### src/rtl/crop_stream_framer_pkg.sv
// rtl/crop_stream_framer_pkg.sv - shared pixel width default and frame flag bundle
package crop_stream_framer_pkg;

  localparam int PIXEL_BIT_WIDTH_DEF = 12;

  typedef struct packed {
    logic sof;
    logic eol;
    logic eof;
  } frame_flags_t;

  function automatic frame_flags_t make_flags(input logic row_first, input logic row_last,
                                              input logic col_first, input logic col_last);
    frame_flags_t f;
    f.sof = row_first && col_first;
    f.eol = col_last;
    f.eof = col_last && row_last;
    return f;
  endfunction

endpackage

### src/rtl/crop_stream_framer_if.sv
// rtl/crop_stream_framer_if.sv - cropped pixel stream in/out handshake bundle
interface crop_stream_framer_if
  import crop_stream_framer_pkg::*;
#(
  parameter int PW = PIXEL_BIT_WIDTH_DEF
);

  logic [PW-1:0] pixel_in;
  logic          in_valid;
  logic          in_ready;
  logic [PW-1:0] pixel_out;
  logic          out_valid;
  logic          out_ready;
  logic          out_sof;
  logic          out_eol;
  logic          out_eof;

  modport slave (
    input  pixel_in, in_valid, out_ready,
    output in_ready, pixel_out, out_valid, out_sof, out_eol, out_eof
  );

  modport master (
    output pixel_in, in_valid, out_ready,
    input  in_ready, pixel_out, out_valid, out_sof, out_eol, out_eof
  );

endinterface

### src/rtl/crop_stream_framer_fifo.sv
// rtl/crop_stream_framer_fifo.sv - first-word fall-through register FIFO with level output
module pixel_sync_fifo
  import crop_stream_framer_pkg::*;
#(
  parameter int WIDTH = PIXEL_BIT_WIDTH_DEF,
  parameter int DEPTH = 8
) (
  input  logic                           clk,
  input  logic                           rst_n,
  input  logic [WIDTH-1:0]               wr_data_i,
  input  logic                           wr_valid_i,
  output logic                           wr_ready_o,
  output logic [WIDTH-1:0]               rd_data_o,
  output logic                           rd_valid_o,
  input  logic                           rd_ready_i,
  output logic [$clog2(DEPTH+1)-1:0]     level_o
);

  localparam int AW = $clog2(DEPTH);
  localparam int LW = $clog2(DEPTH+1);

  logic [WIDTH-1:0] mem_q [DEPTH];
  logic [AW:0]      wr_ptr_q, wr_ptr_d;
  logic [AW:0]      rd_ptr_q, rd_ptr_d;
  logic             empty, full, wr_fire, rd_fire;

  // Extra MSB on each pointer distinguishes full from empty when the low bits match.
  assign empty = (wr_ptr_q == rd_ptr_q);
  assign full  = (wr_ptr_q[AW-1:0] == rd_ptr_q[AW-1:0]) && (wr_ptr_q[AW] != rd_ptr_q[AW]);

  assign wr_ready_o = !full && rst_n;
  assign rd_valid_o = !empty;
  assign rd_data_o  = mem_q[rd_ptr_q[AW-1:0]];
  assign level_o    = LW'(wr_ptr_q - rd_ptr_q);

  assign wr_fire = wr_valid_i && wr_ready_o;
  assign rd_fire = rd_valid_o && rd_ready_i;

  always_comb begin
    wr_ptr_d = wr_ptr_q;
    rd_ptr_d = rd_ptr_q;
    if (wr_fire) wr_ptr_d = wr_ptr_q + 1'b1;
    if (rd_fire) rd_ptr_d = rd_ptr_q + 1'b1;
  end

  always_ff @(posedge clk) begin
    if (wr_fire) mem_q[wr_ptr_q[AW-1:0]] <= wr_data_i;
  end

  always_ff @(posedge clk or negedge rst_n) begin
    if (!rst_n) begin
      wr_ptr_q <= '0;
      rd_ptr_q <= '0;
    end else begin
      wr_ptr_q <= wr_ptr_d;
      rd_ptr_q <= rd_ptr_d;
    end
  end

endmodule

### src/rtl/crop_stream_framer.sv
// rtl/crop_stream_framer.sv - buffers the cropped stream and tags pixels with sof/eol/eof
module crop_stream_framer
  import crop_stream_framer_pkg::*;
#(
  parameter int PIXEL_BIT_WIDTH = PIXEL_BIT_WIDTH_DEF,
  parameter int OUT_ROWS        = 20,
  parameter int OUT_COLS        = 20,
  parameter int FIFO_DEPTH      = 8
) (
  input  logic                              clk,
  input  logic                              reset_n,
  crop_stream_framer_if.slave               stream,
  output logic [15:0]                       frame_count,
  output logic [$clog2(FIFO_DEPTH+1)-1:0]   fifo_level
);

  localparam int CW = (OUT_COLS > 1) ? $clog2(OUT_COLS) : 1;
  localparam int RW = (OUT_ROWS > 1) ? $clog2(OUT_ROWS) : 1;
  localparam logic [CW-1:0] COL_LAST = CW'(OUT_COLS - 1);
  localparam logic [RW-1:0] ROW_LAST = RW'(OUT_ROWS - 1);

  logic [CW-1:0] col_q, col_d;
  logic [RW-1:0] row_q, row_d;
  logic [15:0]   frame_count_q, frame_count_d;
  logic          rd_fire;
  frame_flags_t  flags;

  pixel_sync_fifo #(
    .WIDTH (PIXEL_BIT_WIDTH),
    .DEPTH (FIFO_DEPTH)
  ) u_fifo (
    .clk        (clk),
    .rst_n      (reset_n),
    .wr_data_i  (stream.pixel_in),
    .wr_valid_i (stream.in_valid),
    .wr_ready_o (stream.in_ready),
    .rd_data_o  (stream.pixel_out),
    .rd_valid_o (stream.out_valid),
    .rd_ready_i (stream.out_ready),
    .level_o    (fifo_level)
  );

  assign rd_fire = stream.out_valid && stream.out_ready;

  // Coordinates describe the head pixel, so they only move when that pixel is consumed.
  always_comb begin
    col_d         = col_q;
    row_d         = row_q;
    frame_count_d = frame_count_q;
    if (rd_fire) begin
      if (col_q == COL_LAST) begin
        col_d = '0;
        if (row_q == ROW_LAST) begin
          row_d         = '0;
          frame_count_d = frame_count_q + 16'd1;
        end else begin
          row_d = row_q + 1'b1;
        end
      end else begin
        col_d = col_q + 1'b1;
      end
    end
  end

  always_ff @(posedge clk or negedge reset_n) begin
    if (!reset_n) begin
      col_q         <= '0;
      row_q         <= '0;
      frame_count_q <= '0;
    end else begin
      col_q         <= col_d;
      row_q         <= row_d;
      frame_count_q <= frame_count_d;
    end
  end

  assign flags = make_flags(row_q == '0, row_q == ROW_LAST, col_q == '0, col_q == COL_LAST);

  assign stream.out_sof = flags.sof;
  assign stream.out_eol = flags.eol;
  assign stream.out_eof = flags.eof;
  assign frame_count    = frame_count_q;

endmodule

### src/flat_wrapper.sv
// flat-port wrapper written by rule: the top's interface ports become plain ports
module crop_stream_framer_flat import crop_stream_framer_pkg::*;
#(
  parameter int PIXEL_BIT_WIDTH = PIXEL_BIT_WIDTH_DEF,
  parameter int OUT_ROWS        = 20,
  parameter int OUT_COLS        = 20,
  parameter int FIFO_DEPTH      = 8
)
  (clk, reset_n, frame_count, fifo_level, stream_pixel_in, stream_in_valid, stream_out_ready, stream_in_ready, stream_pixel_out, stream_out_valid, stream_out_sof, stream_out_eol, stream_out_eof);
  crop_stream_framer_if #(.PW((12))) stream_i ();
  input  logic clk;
  input  logic reset_n;
  output logic [15:0] frame_count;
  output logic [$clog2(FIFO_DEPTH+1)-1:0] fifo_level;
  input wire logic [$bits(stream_i.pixel_in)-1:0] stream_pixel_in;
  input wire logic [$bits(stream_i.in_valid)-1:0] stream_in_valid;
  input wire logic [$bits(stream_i.out_ready)-1:0] stream_out_ready;
  output wire logic [$bits(stream_i.in_ready)-1:0] stream_in_ready;
  output wire logic [$bits(stream_i.pixel_out)-1:0] stream_pixel_out;
  output wire logic [$bits(stream_i.out_valid)-1:0] stream_out_valid;
  output wire logic [$bits(stream_i.out_sof)-1:0] stream_out_sof;
  output wire logic [$bits(stream_i.out_eol)-1:0] stream_out_eol;
  output wire logic [$bits(stream_i.out_eof)-1:0] stream_out_eof;
  assign stream_i.pixel_in = stream_pixel_in;
  assign stream_i.in_valid = stream_in_valid;
  assign stream_i.out_ready = stream_out_ready;
  assign stream_in_ready = stream_i.in_ready;
  assign stream_pixel_out = stream_i.pixel_out;
  assign stream_out_valid = stream_i.out_valid;
  assign stream_out_sof = stream_i.out_sof;
  assign stream_out_eol = stream_i.out_eol;
  assign stream_out_eof = stream_i.out_eof;
  crop_stream_framer #(.PIXEL_BIT_WIDTH(PIXEL_BIT_WIDTH), .OUT_ROWS(OUT_ROWS), .OUT_COLS(OUT_COLS), .FIFO_DEPTH(FIFO_DEPTH)) u_core (.clk(clk), .reset_n(reset_n), .stream(stream_i), .frame_count(frame_count), .fifo_level(fifo_level));
endmodule
### config.mk
export PLATFORM = sky130hd
export DESIGN_NAME = crop_stream_framer_flat
export DESIGN_NICKNAME = d
export VERILOG_FILES = /design/src/rtl/crop_stream_framer_pkg.sv /design/src/rtl/crop_stream_framer_if.sv /design/src/rtl/crop_stream_framer_fifo.sv /design/src/rtl/crop_stream_framer.sv /design/src/flat_wrapper.sv
export SDC_FILE = /design/constraint.sdc
export NUM_CORES = 1
export LEC_CHECK = 0
export BUFFER_PORTS_ARGS = -buffer_cell sky130_fd_sc_hd__clkbuf_2
export CAP_MARGIN = 20
export CORE_ASPECT_RATIO = 0.75
export CORE_MARGIN = 2
export CORE_UTILIZATION = 31
export DETAILED_ROUTE_END_ITERATION = 12
export PLACE_DENSITY = 0.45
export SETUP_SLACK_MARGIN = 0.02
export SLEW_MARGIN = 20
export SYNTH_ARGS = -nofsm -noshare
export SYNTH_HDL_FRONTEND = slang
export SYNTH_SLANG_ARGS = --single-unit
### constraint.sdc
create_clock -name clk -period 8.1 [get_ports clk]
set_clock_uncertainty 0.1 [all_clocks]
set_input_delay 1.215 -clock clk [delete_from_list [all_inputs] [get_ports clk]]
set_output_delay 1.215 -clock clk [all_outputs]
set_load 0.1 [all_outputs]
==> out/qor.csv <==
stage,metric,value,unit
placement,place.port_buffers,52,
cts,cts_tree,built,
cts,count_of_cells_resized_by_post_cts_repair,0,
floorplanning,dieArea,18900,um^2
synthesis,yosysWarnings,0,
floorplanning,floorplan.rows,42,
worst_setup_path,critical_path_class,reg2out,
placement,estimated_wirelength_of_the_detail_placed_design,7.43,mm
sta,setup-violations-final,0,
final_layout,num-nets-final,439,
worst_setup_path,critical_path_required,6.78,ns
drt,wl_met2,5.10,mm
drt,routed_wl,11.4,mm
final_layout,drive_gt1_share,30.8,%
drt,first_pass_iters,4,
cts,postCtsHoldBufs,0,
sta,whs,0.371,ns
outcome,outcome,finished clean,
final_layout,diodes,0,
cts,number_of_buffers_added_by_the_clock_tree_synthesis_step,17,
floorplanning,die-width,158,um
synthesis,synthesis.nets,375,
drt,wirelength_met1,5.48,mm
cts,worstSkewPairLatency,0.40,ns
cts,cts-root-to-sink-buffers,2,
worst_setup_path,r2r_end,u_core.u_fifo.mem_q[0][11],
synthesis,synth.cell_area,5520,um^2
cts,cts.root.buffer_cell,clkbuf_16,
drt,vias,3136,
synthesis,synthesis.area_per_instance,15.9,um^2
synthesis,postSynthCellCount,348,
min_path,hold_path_startpoint,u_core.frame_count[15],
grt,grt_first_pass_wirelength,17.7,mm
sta,timing_worst_slew_pin_value,1.03,ns
worst_setup_path,worst-endpoint-arrival,3.18,ns
sta,final.setup.tns,0,ns
min_path,hold_depth,1,
job,maxCapViolCount,0,
drt,met3_wirelength,720,um
worst_setup_path,worst-path-max-fanout,15,
grt,global_route.overflow_total,0,
final_layout,fillerInstances,1659,
grt,grt_antenna_before_repair,0,
worst_setup_path,reg2reg_slack,4.22,ns
grt,number_of_global_route_vias_before_repair,3081,
drt,vias_per_cell,4.70,
sta,hold_viol_final,0,
cts,clock_sinks,130,
floorplanning,die_h,120,um
final_layout,final_cell_count_no_fill,667,
sta,fmax,0.223,GHz
final_layout,p_r_area_growth_vs_syn,21.4,%
sta,rsz0062_at_grt,false,
drt,remaining_drc_errors,0,
synthesis,synth.ff_latch_count,130,
drt,maxUsedRoutingLayer,met4,
cts,clock_transition_at_path_regs,0.06,ns
sta,final_max_slew_viol_count,0,
drt,residual_antenna_violating_net_count_after_detailed_routing,0,
worst_setup_path,critical_path.startpoint_type,register,
drt,avgRoutedWirePerCell,17.1,um
synthesis,synth.distinct_cells,40,
worst_setup_path,r2r-start,u_core.u_fifo.rd_ptr_q[2],
min_path,holdCritPathClass,reg2reg,
cts,post-cts-setup-buffer-count,0,
sta,timing.slew.headroom,31.1,%
placement,gp_congestion,0.748,
placement,post-place-cells,635,
drt,dr.first_iter.drc_count,189,
cts,clock_tree.htree_level_count,4,
synthesis,synth_sequential_area_ratio,67.7,%
grt,maximum_number_of_pins_on_one_net_before_global_route_repair,38,
worst_setup_path,reg2reg_depth,6,
floorplanning,floorplan.initialDensity,31.4,%
floorplanning,floorplan.io_pins,53,
floorplanning,core-area,17600,um^2
sta,layout_min_cycle_time,4.49,ns
final_layout,fin_util,38.2,%
min_path,min_delay_worst_endpoint,u_core.frame_count[15],
grt,global_route.usage.total,12.8,%
worst_setup_path,timing.critical_path.to_type,primary output,
sta,period_share,55.5,%
==> cells by family after synthesis <==
group	count (synthesis)	share of synthesized area, %
flip-flops	130	67.7
AND/OR/NAND/NOR	106	9.57
multiplexers	30	11.0
XOR/XNOR	26	4.40
buffers and inverters	26	1.86
AO/OA/AOI/OAI	19	2.86
adder cells (fa/ha/maj)	11	2.63
==> layout make-up <==
type                       instances  area, um^2  area share (%)
clock buffer                      26         542            8.09
clock inverter                     6        65.1           0.971
inverter                          16        60.1           0.897
multi-input combinational        192        1710            25.5
sequential                       130        3730            55.8
tap                              242         303            4.52
timing repair buffer              55         287            4.28
==> layout by cell type (no fill, tap or decap), types with 2 or more instances in the layout <==
cell type and n:
a21o_1 2, and3_1 4, buf_4 2, clkbuf_1 3, clkbuf_16 19, clkbuf_2 52
clkbuf_8 4, clkinvlp_4 2, dfrtp_1 33, edfxtp_1 96, ha_1 10, inv_1 15
mux2_2 6, mux4_2 24, nand2_1 50, nand3_1 13, nand4_1 9, nor2_1 9
nor2_2 4, nor3_1 5, nor4_2 2, o2111ai_1 2, o211ai_1 2, o21ai_0 6
xnor2_1 17, xor2_1 7
==> how the worst max path moves through the flow <==
stage	from	end	slack, ns	depth (start not counted)
global placement	reset_n	stream_in_ready	3.85	3
CTS	u_core.u_fifo.rd_ptr_q[2]	stream_in_ready	3.59	5
floorplan	u_core.u_fifo.rd_ptr_q[1]	u_core.u_fifo.mem_q[0][0]	2.23	8
finish	u_core.u_fifo.rd_ptr_q[2]	stream_in_ready	3.61	5
global route	u_core.u_fifo.rd_ptr_q[2]	stream_in_ready	3.38	5
detailed placement	reset_n	stream_in_ready	3.82	3
==> registers in the layout, indices dropped and copies added, names as in the netlist <==
name	flops
u_core.col_q	5
u_core.row_q	5
u_core.u_fifo.wr_ptr_q	4
u_core.u_fifo.rd_ptr_q	4
u_core.u_fifo.mem_q	96
u_core.frame_count	16
==> worst max-delay path, cell delays in order, from the launching register on <==
cell and delay (ns):
dfrtp_1 0.73, inv_1 0.48, ha_1 0.46, and3_1 0.23
a21boi_0 0.34, clkbuf_2 0.53
==> metal layers <==
layer,GRT usage [%],vias up
met3,4.26,7
li1,-,1446
met4,3.83,0
met2,18.6,79
met5,0,-
met1,18.5,1604
==> per-stage QoR <==
| step | cell area [um^2] | setup WS (ns) |
|---|---|---|
| 6_report | 6700 | 3.61 |
| 5_1_grt | 6700 | 3.38 |
| 4_1_cts | 6690 | 3.59 |
| 3_5_place_dp | 6080 | 3.82 |
| 3_3_place_gp | 6060 | 3.85 |
| 2_1_floorplan | 5520 | 2.23 |
==> cells in the mapped netlist, drive strengths merged <==
cell | instances | share of area (%)
edfxtp | 96 | 52
nand2 | 50 | 3.4
dfrtp | 34 | 15
mux4 | 24 | 9.8
xnor2 | 18 | 3.0
inv | 16 | 1.1
nand3 | 13 | 1.2
nor2 | 13 | 0.88
ha | 10 | 2.3
nand4 | 9 | 1.0
xor2 | 8 | 1.4
nor3 | 7 | 0.63
clkbuf | 6 | 0.41
mux2 | 6 | 1.2
o21ai | 6 | 0.54
and3 | 4 | 0.45
buf | 4 | 0.36
nor4 | 3 | 0.57
o2111ai | 3 | 0.79
a21boi | 2 | 0.34
a21o | 2 | 0.27
nand4bb | 2 | 0.70
o211ai | 2 | 0.27
a2111oi | 1 | 0.16
a211oi | 1 | 0.23
a21oi | 1 | 0.091
a22o | 1 | 0.16
and2 | 1 | 0.11
and4bb | 1 | 0.23
fa | 1 | 0.36
nand2b | 1 | 0.11
nand3b | 1 | 0.14
or4 | 1 | 0.14
Power is left out: the tool's default activity adds up to more than one toggle a clock period on the data nets, which glitch-free logic cannot reach.
